### src/rtl/handshake_sender.sv
// Source side of a four-phase req/ack crossing: holds a word on xfer_data while xfer_req is up,
// waits for the synchronized ack to rise and then fall, and counts offers refused while busy.
module handshake_sender #(
  parameter int WIDTH       = 32,
  parameter int SYNC_STAGES = 2,
  parameter int DROP_W      = 8
) (
  input  logic              clock,
  input  logic              rst_n,
  input  logic              send_valid,
  input  logic [WIDTH-1:0]  send_data,
  output logic              send_ready,
  input  logic              drop_clr,
  output logic              xfer_req,
  output logic [WIDTH-1:0]  xfer_data,
  input  logic              xfer_ack,
  output logic              done,
  output logic [DROP_W-1:0] drop_count
);

  typedef enum logic [1:0] {IDLE, REQ, RELEASE} state_t;

  state_t                 state, state_nxt;
  logic [SYNC_STAGES-1:0] ack_sync;
  logic                   ack_s;
  logic                   accept;
  logic                   drop;

  always_ff @(posedge clock or negedge rst_n) begin
    if (!rst_n) ack_sync <= '0;
    else        ack_sync <= {ack_sync[SYNC_STAGES-2:0], xfer_ack};
  end

  assign ack_s = ack_sync[SYNC_STAGES-1];

  always_ff @(posedge clock or negedge rst_n) begin
    if (!rst_n) state <= IDLE;
    else        state <= state_nxt;
  end

  always_comb begin
    state_nxt = state;
    case (state)
      IDLE:    if (accept) state_nxt = REQ;
      REQ:     if (ack_s)  state_nxt = RELEASE;
      RELEASE: if (!ack_s) state_nxt = IDLE;
      default: state_nxt = IDLE;
    endcase
  end

  // A stale high ack left over from a previous exchange blocks the next accept.
  always_comb begin
    send_ready = (state == IDLE) && !ack_s;
    accept     = send_valid && send_ready;
    drop       = send_valid && !send_ready;
  end

  always_ff @(posedge clock or negedge rst_n) begin
    if (!rst_n) begin
      xfer_req  <= 1'b0;
      xfer_data <= '0;
      done      <= 1'b0;
    end else begin
      xfer_req <= (state_nxt == REQ);
      done     <= (state == RELEASE) && !ack_s;
      if (accept) xfer_data <= send_data;
    end
  end

  always_ff @(posedge clock or negedge rst_n) begin
    if (!rst_n)                         drop_count <= '0;
    else if (drop_clr)                  drop_count <= '0;
    else if (drop && drop_count != '1)  drop_count <= drop_count + 1'b1;
  end

endmodule

### config.mk
export PLATFORM = sky130hd
export DESIGN_NAME = handshake_sender
export DESIGN_NICKNAME = d
export VERILOG_FILES = /design/src/rtl/handshake_sender.sv
export SDC_FILE = /design/constraint.sdc
export NUM_CORES = 1
export LEC_CHECK = 0
export BUFFER_PORTS_ARGS = -buffer_cell sky130_fd_sc_hd__buf_2
export CORE_UTILIZATION = 46
export CTS_BUF_LIST = sky130_fd_sc_hd__clkbuf_16
export DETAILED_ROUTE_END_ITERATION = 8
export PLACE_DENSITY = 0.88
export RECOVER_POWER = 25
export SLEW_MARGIN = 20
export SYNTH_ARGS = -nofsm -noshare
export SYNTH_HDL_FRONTEND = slang
export SYNTH_SLANG_ARGS = --single-unit
export TNS_END_PERCENT = 5
### constraint.sdc
create_clock -name clock -period 1.75 [get_ports clock]
set_input_delay 0.35 -clock clock [delete_from_list [all_inputs] [get_ports clock]]
set_output_delay 0.35 -clock clock [all_outputs]
set_load 0.05 [all_outputs]
==> results of run 1 <==
## cell usage after synthesis
| master | instances |
|---|---|
| sky130_fd_sc_hd__nor3b_1 | 1 |
| sky130_fd_sc_hd__buf_6 | 1 |
| sky130_fd_sc_hd__buf_4 | 3 |
| sky130_fd_sc_hd__or3_1 | 2 |
| sky130_fd_sc_hd__o31ai_1 | 3 |
| sky130_fd_sc_hd__a21oi_1 | 6 |
| sky130_fd_sc_hd__or4_2 | 1 |
| sky130_fd_sc_hd__ha_1 | 1 |
| sky130_fd_sc_hd__o21bai_4 | 1 |
| sky130_fd_sc_hd__clkbuf_2 | 1 |
| sky130_fd_sc_hd__nand4_1 | 1 |
| sky130_fd_sc_hd__inv_1 | 1 |
| sky130_fd_sc_hd__or4_1 | 2 |
| sky130_fd_sc_hd__mux2i_1 | 1 |
| sky130_fd_sc_hd__nor2_1 | 3 |
| sky130_fd_sc_hd__dfrtp_1 | 46 |
| sky130_fd_sc_hd__mux2_2 | 31 |
| sky130_fd_sc_hd__nand2_1 | 2 |
| sky130_fd_sc_hd__o21ai_0 | 3 |
| sky130_fd_sc_hd__nand3_1 | 4 |
| sky130_fd_sc_hd__nor3_2 | 1 |
| sky130_fd_sc_hd__nor3_1 | 2 |
| sky130_fd_sc_hd__mux2_1 | 1 |
| sky130_fd_sc_hd__o31ai_2 | 1 |
| sky130_fd_sc_hd__xor2_1 | 2 |
| sky130_fd_sc_hd__or3_2 | 1 |
| sky130_fd_sc_hd__clkdlybuf4s25_2 | 1 |
| sky130_fd_sc_hd__and2_1 | 2 |
## per-stage QoR
| stage | std cells | util [%] | setup WS, ns | hold WS (ns) | setup TNS [ns] |
|---|---|---|---|---|---|
| after floorplan | 125 | - | -0.109 | 0.0544 | -3.41 |
| after global placement | 249 | 64.3 | 0.174 | 0.324 | 0 |
| after detailed placement | 249 | 64.3 | 0.126 | 0.322 | 0 |
| after CTS | 257 | 68.8 | 0.112 | 0.0180 | 0 |
| after global routing | 257 | 68.9 | 0.0277 | 0.164 | 0 |
| final | 257 | 68.9 | 0.129 | 0.172 | 0 |
## layer usage
| metal | track usage (%) | vias to the layer above | wire [µm] |
|---|---|---|---|
| met5 | 0 | - | 0 |
| met4 | 5.71 | 0 | 28 |
| met3 | 4.86 | 5 | 209 |
| li1 | - | 608 | - |
| met1 | 23.2 | 646 | 1560 |
| met2 | 34.5 | 47 | 2030 |
## registers in the layout (all words and copies together), names as in the netlist
signal	cells
ack_sync	2
xfer_data	32
state	2
drop_count	8
done	1
xfer_req	1
## repair_timing
| action | 4_1_cts | 5_1_grt |
|---|---|---|
| gates resized for setup | 0 | 1 |
| hold buffers | 0 | 0 |
| endpoints found under the setup margin | 0 | 1 |
## cell type report
| class | instances | area, µm² |
|---|---|---|
| fill | 283 | 1170 |
| sequential | 46 | 1150 |
| tap | 48 | 60.1 |
| multi-input combinational | 72 | 751 |
| timing repair buffer | 82 | 442 |
| clock inverter | 3 | 43.8 |
| clock buffer | 5 | 125 |
| inverter | 1 | 3.75 |
## logic make-up after synthesis
group / count (synthesis) / synth area share (%)
fa+ha+maj: 1 / 0.683
compound gates: 14 / 5.40
xor+xnor: 2 / 0.956
mux: 33 / 20.2
simple gates: 22 / 7.04
buf+inv: 7 / 2.87
flops: 46 / 62.8
## power breakdown
| group | internal (mW) | switching (mW) | leakage [nW] |
|---|---|---|---|
| combinational | 0.505 | 1.07 | 0.640 |
| clock | 0.675 | 0.379 | 0.0842 |
| sequential | 1.30 | 0.140 | 0.561 |
| total | 2.48 | 1.58 | 1.29 |
## worst min path at each step
stage	end	slack, ns	depth (start not counted)
5_1_grt	ack_sync[0]	0.16	1
3_5_place_dp	xfer_data[0]	0.32	1
2_1_floorplan	ack_sync[0]	0.05	0
6_report	ack_sync[0]	0.17	1
4_1_cts	xfer_data[0]	0.02	1
3_3_place_gp	xfer_data[26]	0.32	1
==> Flow_metrics.wiki, run 1 <==
{| class="wikitable"
! Metric !! Value
|-
| Worst setup path endpoint || xfer_data[16]
|-
| Total design power || 4.06 mW
|-
| Depth of the worst register-to-register path || 4
|-
| Setup bufs post-CTS || 0
|-
| Vias in the first global route || 1,305
|-
| CTS buffer count || 5
|-
| Wire length of the first global-routing pass || 6030 µm
|-
| Global placement routability congestion || 0.809
|-
| Final Critical Period || 1.62 ns
|-
| Cell class contributing the biggest share of worst-path delay || flip-flops
|-
| Final Cycle Share || 92.6%
|-
| Warning count from the yosys run || 0
|-
| Critical Path Source || state[1]
|-
| RSZ-0062 raised after global routing || no
|-
| Register-to-Register Setup Slack || 0.13 ns
|-
| Overall overflow remaining after global route || 0
|-
| Top post-synthesis cells by area || sky130_fd_sc_hd__dfrtp_1 63%, sky130_fd_sc_hd__mux2_2 19%, sky130_fd_sc_hd__a21oi_1 1.6%, sky130_fd_sc_hd__buf_4 1.2%, sky130_fd_sc_hd__o31ai_1 1.2%
|-
| Global router's overall resource usage || 19.4%
|-
| Nets@finish || 246
|-
| Wire length reported by the detailed router || 3830 µm
|-
| # rows || 22
|-
| Worst Setup Start Kind || flop
|-
| Required time at the endpoint of the critical path || 1.91 ns
|-
| Overall die height || 65.1 µm
|-
| Cell taking the most area after synthesis || sky130_fd_sc_hd__dfrtp_1
|-
| Distinct cells, synth || 28
|-
| Die width || 65.1 µm
|-
| RR Startpoint || state[1]
|-
| Crit path max-delay cell type || sky130_fd_sc_hd__dfrtp_1
|-
| Maximum net fanout on the critical path || 21
|-
| Portion of the post-synthesis area used by sequential elements || 62.8%
|-
| RR Endpoint || xfer_data[16]
|-
| Achievable Freq || 0.617 GHz
|-
| Layout Cell Area excl Fill || 0.00258 mm²
|-
| Buffers and inverters on the worst path || 1
|-
| Final-report setup violation count || 0
|-
| Clock latency on the worst-skew pair || 0.28 ns
|-
| Wire per inst || 14.9 µm
|-
| Relative slew slack || 27.7%
|-
| Die outline area || 0.00424 mm²
|-
| Worst min-delay path category || input pin to flop
|-
| Outcome || finished clean
|-
| Slew at the pin with the worst max-slew slack || 1.08 ns
|-
| DRT antenna net count || 0
|-
| Setup skew after layout || 0.00385 ns
|-
| Number of antenna violations at the first check in global routing || 0
|-
| Clk slew on worst S/H paths || 0.06 ns
|-
| Leakage power || 1.29 nW
|-
| Top library cells by usage in the layout, fill and taps aside || 78 x sky130_fd_sc_hd__buf_2, 45 x sky130_fd_sc_hd__dfrtp_1, 30 x sky130_fd_sc_hd__mux2_4
|-
| Clock sinks || 46
|-
| Kind of capture point of the worst setup path || flop
|-
| Floorplan core area || 0.00374 mm²
|-
| Number of synthesized register bits || 46
|-
| Iteration-0 DRC count of the detailed router || 31
|-
| Data arrival time at the worst-slack endpoint || 1.79 ns
|-
| Synthesized Nets || 163
|-
| Delay of the slowest critical-path stage || 0.46 ns
|-
| Final count of hold timing violations || 0
|-
| Buffer depth of the longest clock path || 2
|-
| Total number of vias || 1,306
|-
| Power per cell area || 1580 mW/mm²
|-
| Detailed-router iteration count before antenna repair || 4
|-
| Fraction of post-synthesis cell area in the top cell type by area || 62.8%
|-
| Area of the mapped netlist || 0.00183 mm²
|-
| Layout cell share with drive strength beyond 1 || 61.7%
|-
| Standard cell area after detailed placement || 0.00241 mm²
|-
| Port-buffer cells || 79
|-
| Level count of the clock H-tree || 2
|-
| Number of cells on the critical path || 4
|-
| Max-cap viol count || 0
|-
| Routed vias/inst || 5.08
|-
| Largest net degree at the start of global routing || 27
|-
| Starting Density || 48.9%
|-
| CTS root buf || sky130_fd_sc_hd__clkbuf_16
|-
| Number of pins exceeding their max-slew limit in the final report || 0
|-
| Most frequent standard cell in the layout excluding fill and tap cells || sky130_fd_sc_hd__buf_2
|-
| # DRC || 0
|-
| Layout overhead on the synthesized area || 40.7%
|-
| Startpoint of the lowest-slack hold path || xfer_ack
|-
| Worst vdd ir || 0.794 mV
|-
| Inserted Diodes || 0
|-
| CTS tree || yes
|-
| Cell-by-cell listing of the critical path || nor3_4 -> and2_2 -> buf_12 -> mux2_2
|-
| Number of top-level design ports || 80
|-
| Average footprint of a synthesized cell || 14.7 µm²
|-
| Path type of the worst setup path || flop to flop
|-
| Post-synthesis instance total || 125
|}
(Power assumes the default switching activity.)
==> run 2, diff against run 1 <==
clock period = 1.7 ns   (was 1.75 ns; I/O delays follow)
==> Flow_metrics.wiki, run 2 (synthesized netlist as in run 1, its figures left out) <==
{| class="wikitable"
! Metric !! Value
|-
| Outcome || finished clean
|-
| Path type of the worst setup path || flop to flop
|-
| Total design power || 4.18 mW (+2.9%)
|-
| Capture endpoint of the worst hold path || ack_sync[0]
|-
| Starting Density || 48.9% (unchanged)
|-
| Number of gates given a new drive strength after cts || 0 (unchanged)
|-
| RSZ-0062 raised after global routing || no
|-
| Standard cell area after detailed placement || 0.00240 mm² (-0.21%)
|-
| Relative slew slack || 16.3% (-11 points)
|-
| Worst hold margin || 0.165 ns (-0.00719 ns)
|-
| Maximum net fanout on the critical path || 12 (-43%)
|-
| # rows || 22 (unchanged)
|-
| Port-buffer cells || 79 (unchanged)
|-
| Number of cells traversed by the worst hold path || 1 (unchanged)
|-
| Data arrival time at the worst-slack endpoint || 1.81 ns (+0.02 ns)
|-
| Wire per inst || 15.6 µm (+4.7%)
|-
| Iteration-0 DRC count of the detailed router || 57 (+84%)
|-
| Wire length of the first global-routing pass || 6340 µm (+5.2%)
|-
| Floorplan core area || 0.00374 mm² (unchanged)
|-
| Startpoint of the lowest-slack hold path || xfer_ack
|-
| Detail Placement HPWL || 2910 µm
|-
| Number of antenna violations at the first check in global routing || 0 (unchanged)
|-
| Final-report setup violation count || 0 (unchanged)
|-
| Layout Cell Area excl Fill || 0.00257 mm² (-0.19%)
|-
| Clk slew on worst S/H paths || 0.06 ns (about the same)
|-
| Number of top-level design ports || 80 (unchanged)
|-
| Wire length reported by the detailed router || 4020 µm (+5.1%)
|-
| Detailed-router iteration count before antenna repair || 4 (unchanged)
|-
| Top library cells by usage in the layout, fill and taps aside || 78 x sky130_fd_sc_hd__buf_2, 45 x sky130_fd_sc_hd__dfrtp_1, 30 x sky130_fd_sc_hd__mux2_4
|-
| Most frequent standard cell in the layout excluding fill and tap cells || sky130_fd_sc_hd__buf_2
|-
| Buffer depth of the longest clock path || 2 (unchanged)
|-
| Leakage power || 1.28 nW (-0.26%)
|-
| # DRC || 0 (unchanged)
|-
| Setup bufs post-CTS || 0 (unchanged)
|-
| Slew at the pin with the worst max-slew slack || 1.26 ns (+0.171 ns)
|-
| Depth of the worst register-to-register path || 5 (+1)
|-
| Final Util || 68.7% (-0.13 points)
|-
| Worst vdd ir || 0.784 mV (-1.2%)
|-
| RR Startpoint || drop_count[0]
|-
| Global router's overall resource usage || 20.3% (+0.91 points)
|-
| Overall overflow remaining after global route || 0 (unchanged)
|-
| Largest reg by FF count || xfer_data
|-
| Kind of capture point of the worst setup path || flop
|-
| Clock sinks || 46 (unchanged)
|-
| Setup skew after layout || 0.00459 ns (+0.000737 ns)
|-
| Max-cap viol count || 0 (unchanged)
|-
| Total number of vias || 1,305 (-0.077%)
|-
| Routed vias/inst || 5.06 (-0.46%)
|-
| Final Cycle Share || 94.6% (+1.9 points)
|-
| Register area || 0.00115 mm² (unchanged)
|-
| CTS tree || yes
|-
| CTS buffer count || 5 (unchanged)
|-
| Final count of hold timing violations || 0 (unchanged)
|-
| Total area of multi-input combinational cells || 756 µm² (+0.67%)
|-
| DRT antenna net count || 0 (unchanged)
|-
| Register-to-Register Setup Slack || 0.09 ns (-0.04 ns)
|-
| Level count of the clock H-tree || 2 (unchanged)
|-
| Final Critical Period || 1.61 ns (-0.0138 ns)
|-
| Global placement routability congestion || 0.811 (+0.23%)
|-
| Layout cell share with drive strength beyond 1 || 61.9% (+0.18 points)
|-
| Largest registers || xfer_data x32, drop_count x8
|-
| Nets@finish || 247 (+0.41%)
|-
| Die width || 65.1 µm (unchanged)
|-
| RR Endpoint || drop_count[5]
|-
| Power per cell area || 1620 mW/mm² (+3.1%)
|-
| Required time at the endpoint of the critical path || 1.91 ns (about the same)
|-
| Hold-fix buffers at CTS || 0 (unchanged)
|-
| Worst Setup Start Kind || flop
|-
| Die outline area || 0.00424 mm² (unchanged)
|-
| Inserted Diodes || 0 (unchanged)
|-
| Largest net degree at the start of global routing || 25 (-7.4%)
|-
| Clock latency on the worst-skew pair || 0.28 ns (about the same)
|-
| Achievable Freq || 0.622 GHz (+0.86%)
|-
| Number of pins exceeding their max-slew limit in the final report || 0 (unchanged)
|-
| Overall die height || 65.1 µm (unchanged)
|-
| Flip-flop count of the largest register after layout || 32 (unchanged)
|-
| Worst min-delay path category || input pin to flop
|-
| CTS root buf || sky130_fd_sc_hd__clkbuf_16
|-
| TNS Setup || 0 ns (unchanged)
|-
| Layout overhead on the synthesized area || 40.4%
|-
| Vias in the first global route || 1,312 (+0.54%)
|-
| Fill cells || 284 (+0.35%)
|}
-- run 2: cell type report --
type	count	area share, %
Sequential cell	46	44.8
Clock inverter	3	1.61
Timing Repair Buffer	83	16.9
Inverter	1	0.146
Multi-Input combinational cell	72	29.4
Clock buffer	5	4.86
Tap cell	48	2.33
-- run 2: critical path, stage by stage (launching register included) --
cell                       delay [ns]
sky130_fd_sc_hd__dfrtp_1         0.42
sky130_fd_sc_hd__ha_2            0.23
sky130_fd_sc_hd__nand3_2         0.11
sky130_fd_sc_hd__o21bai_4        0.12
sky130_fd_sc_hd__or4_1           0.49
sky130_fd_sc_hd__a21oi_1         0.16
-- run 2: worst max-delay path by stage --
stage	start	to	depth (start not counted)
after floorplan	state[0]	xfer_data[0]	5
after global placement	drop_count[0]	drop_count[7]	5
after detailed placement	drop_count[0]	drop_count[5]	5
after CTS	drop_count[0]	drop_count[5]	5
after global routing	drop_count[0]	drop_count[7]	5
final	drop_count[0]	drop_count[5]	5
-- run 2: per-stage QoR --
stage	worst slack, ns	cells
floorplan	-0.159	125
global placement	0.123	250
detailed placement	0.0478	250
CTS	0.0319	258
global route	0.0195	258
finish	0.0926	258
-- run 2: report_power, final --
group	switching, mW	total (mW)	internal (mW)	leakage (nW)
combinational	1.11	1.62	0.517	0.640
clock	0.381	1.07	0.687	0.0812
sequential	0.152	1.49	1.34	0.561
-- run 2: routing by layer --
metal / GRT usage (%) / vias up / routed length [µm]
met1: 25.1 / 640 / 1730
li1: - / 610 / -
met5: 0 / - / 0
met2: 35.7 / 51 / 2070
met4: 4.35 / 0 / 31
met3: 5.38 / 4 / 186
